<file path="src/rtl/cdb_result_buffer.sv">
// Per-functional-unit result FIFO that feeds the CDB controller. It holds
// completed results in push order and offers the oldest as the bus request.
package cdb_pkg;
  typedef struct packed {
    logic        valid;
    logic [5:0]  tag;
    logic [31:0] value;
  } cdb_packet_s;
endpackage

module cdb_result_buffer
  import cdb_pkg::*;
#(
  parameter int DEPTH = 4,
  parameter int CNT_W = $clog2(DEPTH + 1)
) (
  input  logic             clk_i,
  input  logic             reset_i,
  input  logic             flush_i,
  input  cdb_packet_s      fu_result_i,
  output logic             fu_ready_o,
  output cdb_packet_s      cdb_request_o,
  input  logic             grant_i,
  output logic [CNT_W-1:0] count_o
);

  localparam int PTR_W = (DEPTH > 1) ? $clog2(DEPTH) : 1;

  logic [PTR_W-1:0] head_reg, head_next;
  logic [PTR_W-1:0] tail_reg, tail_next;
  logic [CNT_W-1:0] count_reg, count_next;
  logic             full, empty, push, pop;
  cdb_packet_s      entry_vec [DEPTH];

  function automatic logic [PTR_W-1:0] ptr_inc(input logic [PTR_W-1:0] p);
    return (p == PTR_W'(DEPTH - 1)) ? '0 : p + PTR_W'(1);
  endfunction

  // Ready and request derive only from registered state, so the arbiter's
  // grant can never loop back combinationally into this block.
  assign full       = (count_reg == CNT_W'(DEPTH));
  assign empty      = (count_reg == '0);
  assign fu_ready_o = !full;
  assign count_o    = count_reg;

  assign push = fu_result_i.valid && !full && !flush_i;
  assign pop  = grant_i && !empty && !flush_i;

  always_comb begin
    head_next  = head_reg;
    tail_next  = tail_reg;
    count_next = count_reg;
    if (flush_i) begin
      head_next  = '0;
      tail_next  = '0;
      count_next = '0;
    end else begin
      if (push) tail_next = ptr_inc(tail_reg);
      if (pop)  head_next = ptr_inc(head_reg);
      count_next = count_reg + CNT_W'(push) - CNT_W'(pop);
    end
  end

  always_ff @(posedge clk_i) begin
    if (reset_i) begin
      head_reg  <= '0;
      tail_reg  <= '0;
      count_reg <= '0;
    end else begin
      head_reg  <= head_next;
      tail_reg  <= tail_next;
      count_reg <= count_next;
    end
  end

  // Entry storage is left unreset; it is only observed while non-empty.
  genvar gi;
  generate
    for (gi = 0; gi < DEPTH; gi++) begin : g_entry
      cdb_packet_s entry_reg;
      always_ff @(posedge clk_i) begin
        if (push && (tail_reg == PTR_W'(gi))) entry_reg <= fu_result_i;
      end
      assign entry_vec[gi] = entry_reg;
    end
  endgenerate

  always_comb begin
    cdb_request_o = '0;
    if (!empty) begin
      cdb_request_o       = entry_vec[head_reg];
      cdb_request_o.valid = 1'b1;
    end
  end

endmodule

</file>
<file path="config.mk">
export PLATFORM = sky130hd
export DESIGN_NAME = cdb_result_buffer
export DESIGN_NICKNAME = d
export VERILOG_FILES = /design/src/rtl/cdb_result_buffer.sv
export SDC_FILE = /design/constraint.sdc
export NUM_CORES = 1
export LEC_CHECK = 0
export CORE_MARGIN = 3
export CORE_UTILIZATION = 58
export CTS_CLUSTER_DIAMETER = 100
export CTS_CLUSTER_SIZE = 28
export DETAILED_ROUTE_END_ITERATION = 7
export PLACE_DENSITY = 0.84
export SKIP_LAST_GASP = 1
export SLEW_MARGIN = 10
export SYNTH_ARGS = -nofsm -noshare
export SYNTH_HDL_FRONTEND = slang
export SYNTH_SLANG_ARGS = --single-unit
</file>
<file path="constraint.sdc">
create_clock -name clk_i -period 6.6 [get_ports clk_i]
set_input_delay 1.98 -clock clk_i [delete_from_list [all_inputs] [get_ports clk_i]]
set_output_delay 1.98 -clock clk_i [all_outputs]
set_load 0.01 [all_outputs]
</file>
==> impl_metrics.toml <==
[power]
p_leak_nw = 2.503
power_frac_comb = 0.055
switching_share = 0.1946
p_sw_w = 0.0004157
peakVddDrop_uv = 209.8
p_int_w = 0.001721
p_clk_frac = 0.417
powerDensity_mw_per_mm2 = 277.0
p_seq_frac = 0.529

[drt]
routed_wl_mm = 10.87
num_vias = 2993
wl_per_cell_um = 20.36
ant_nets = 0
via_per_inst = 5.605
drtIter0Drc = 142
drc = 0
first_pass_iters = 4

[finish]
final_cell_mix = "edfxtp_1, clkdlybuf4s50_1, mux4_2, nor2b_1, clkbuf_16"
layout_commonest_cell = "edfxtp_1"
syn_to_final_growth_pct = 23.43
n_antenna_cell = 0
largest_reg_flops = 152
post_route_cells_drive_above_1_share = 0.1884
finalNetCount = 436

[worst_setup_path]
reg2reg_slack_ns = 4.20
cpMaxStageDelayCell = "dfxtp_2"
timing.rr.end = "count_o[2]$_SDFF_PP0_"
path_class = "reg -> out"
slowest_delay_ns = 1.04
r2r.worst_path.cells = 9
cp.arrival_ns = 2.72
rr_startpoint = "count_o[1]$_SDFF_PP0_"
crit_path_end_kind = "primary output"
worstPathRequired_ns = 4.62
startpoint_type = "flop"
crit_path_max_fanout = 40
path_cells = "mux4_2, nor2b_1, clkdlybuf4s50_1"
crit_start = "head_reg[1]$_SDFFE_PP0P_"

[timing]
timing.slew.headroom = 0.2844
worstMarginPinSlew_ns = 1.073
skew_ns = 0.004796
hold_viol_final = 0
fin_crit_ns = 4.702
layout_setup_ws_ns = 1.898
post-route-period-util = 0.7125
clock.fmax_mhz = 212.7
fin_tns_setup_ns = 0
slew_violations = 0
setup_viol = 0
rsz0062_at_grt = "no"

[floorplanning]
die-area_mm2 = 0.01205
start_util = 0.5999
die_h_um = 109.8
io_pins = 86
core_mm2 = 0.01042
fp.dieW_um = 109.8
rows = 37

[hold_path]
min_path_cells = 2
min_to = "tail_reg[1]$_SDFFE_PP0P_"
min-delay-start = "tail_reg[1]$_SDFFE_PP0P_"
hold_path_class = "reg -> reg"

[global_route]
overflow = 0
grt_pass1_wl_mm = 16.80
grt-busiest-layer = "met2"
antenna_found_initial = 0
use_met1 = 0.2532
grt.total_usage = 0.1967
gr-usage-met2 = 0.3180
gr-usage-met3 = 0.06988
first_global_vias = 3184
grt_max_degree = 42

[logic_synthesis]
syn_area_mm2 = 0.006248
synth_cells = 294
synth_nets = 345
synth_seq_area_share = 0.7529
synth_seq_cells = 159
avgSynthCellArea_um2 = 21.25
ys_warn_count = 0
ys_types = 28

[clock_network]
clkSinkCount = 159
insertion_delay_ns = 0.52
cts-root-buf = "clkbuf_8"
cts_resized = 0
cts_htree_levels = 4
clkSlewWorstSetupHoldPaths_ns = 0.06
cts_setup_buffers = 0
cts_buffers = 17
cts.path.max_buffers = 2
holdBufCountCts = 0
cts_tree = "built"

[outcome]
outcome = "completed"

[placed_design]
dp_slack_ns = 2.215
gp_congestion = 0.7414
dp_hpwl_mm = 5.957
portBuffers = 85

[job]
max_cap_violations = 0
[synth_stat cells]
master / instances / area, um2
and3_1: 4 / 25.02
and2_1: 2 / 12.51
buf_4: 1 / 7.510
clkbuf_2: 2 / 10.01
and2_4: 1 / 8.760
and2b_1: 14 / 105.1
mux4_2: 38 / 855.8
buf_6: 2 / 22.52
nand2_1: 4 / 15.01
o31ai_1: 1 / 7.510
nand3_1: 2 / 10.01
nor2_1: 4 / 15.01
nand4_1: 2 / 12.51
o21ai_1: 2 / 10.01
xnor2_1: 2 / 17.52
nor2b_1: 25 / 156.4
or3b_1: 1 / 8.760
nor3_1: 1 / 5.000
edfxtp_1: 152 / 4564
nor3_2: 1 / 10.01
buf_2: 2 / 10.01
buf_12: 3 / 60.06
fa_1: 1 / 20.02
o21ai_0: 2 / 10.01
clkbuf_1: 4 / 15.01
ha_1: 7 / 87.58
dfxtp_1: 7 / 140.1
inv_1: 7 / 26.28
[power by group through the flow]
stage	Combinational [W]	Clock, W	Sequential (W)
after floorplan	0.0000520	0	0.00115
after global placement	0.000114	0	0.00115
after detailed placement	0.000117	0	0.00115
after CTS	0.000118	0.000908	0.00113
after global routing	0.000126	0.000946	0.00113
final	0.000117	0.000890	0.00113
[how the worst max path moves through the flow]
stage / to / cells after the start
finish: cdb_request_o[19] / 3
global route: cdb_request_o[35] / 3
floorplan: count_o[2]$_SDFF_PP0_ / 10
detailed placement: count_o[2]$_SDFF_PP0_ / 11
global placement: count_o[2]$_SDFF_PP0_ / 11
CTS: cdb_request_o[35] / 3
[worst max-delay path: cells and delay by family, from the launching register on]
family	cells	cell delay [ns]
DFF	1	1.04
and+or+nand+nor	1	0.22
buffers and inverters	1	0.59
muxes	1	0.36
[per-layer routing]
layer | part of all wire | vias to the layer above
met5 | 0 | -
met4 | 0.013 | 0
met3 | 0.064 | 12
met2 | 0.51 | 100
met1 | 0.41 | 1518
li1 | - | 1363
[area by class of cell]
| class | count | area (um2) |
|---|---|---|
| clock inverter | 13 | 122.6 |
| sequential | 159 | 4710 |
| tap | 136 | 170.2 |
| clock buffer | 19 | 421.7 |
| fill | 616 | 2704 |
| inverter | 7 | 26.28 |
| timing repair buffer | 86 | 858.3 |
| multi-input combinational | 114 | 1404 |
[kinds of logic after synthesis]
kind of cell	count (synthesis)	synth area share
compound gates	5	0.004406
buf+inv	21	0.02423
fa+ha+maj	8	0.01722
flops	159	0.7529
mux	38	0.1370
xor+xnor	2	0.002804
simple gates	61	0.06147
[stage by stage]
stage                     cells  cell area, um2    util  total power [W]  hold WS [ns]
after floorplan             294            6248       -         0.001199        0.4612
final                       534            7712  0.7404         0.002137        0.5066
after global routing        534            7712  0.7404         0.002203        0.5359
after global placement      502            7168  0.6882         0.001263        0.4848
after CTS                   534            7712  0.7404         0.002156        0.5052
after detailed placement    502            7168  0.6882         0.001268        0.4969
Note: power is estimated with default switching activity, not from simulation.
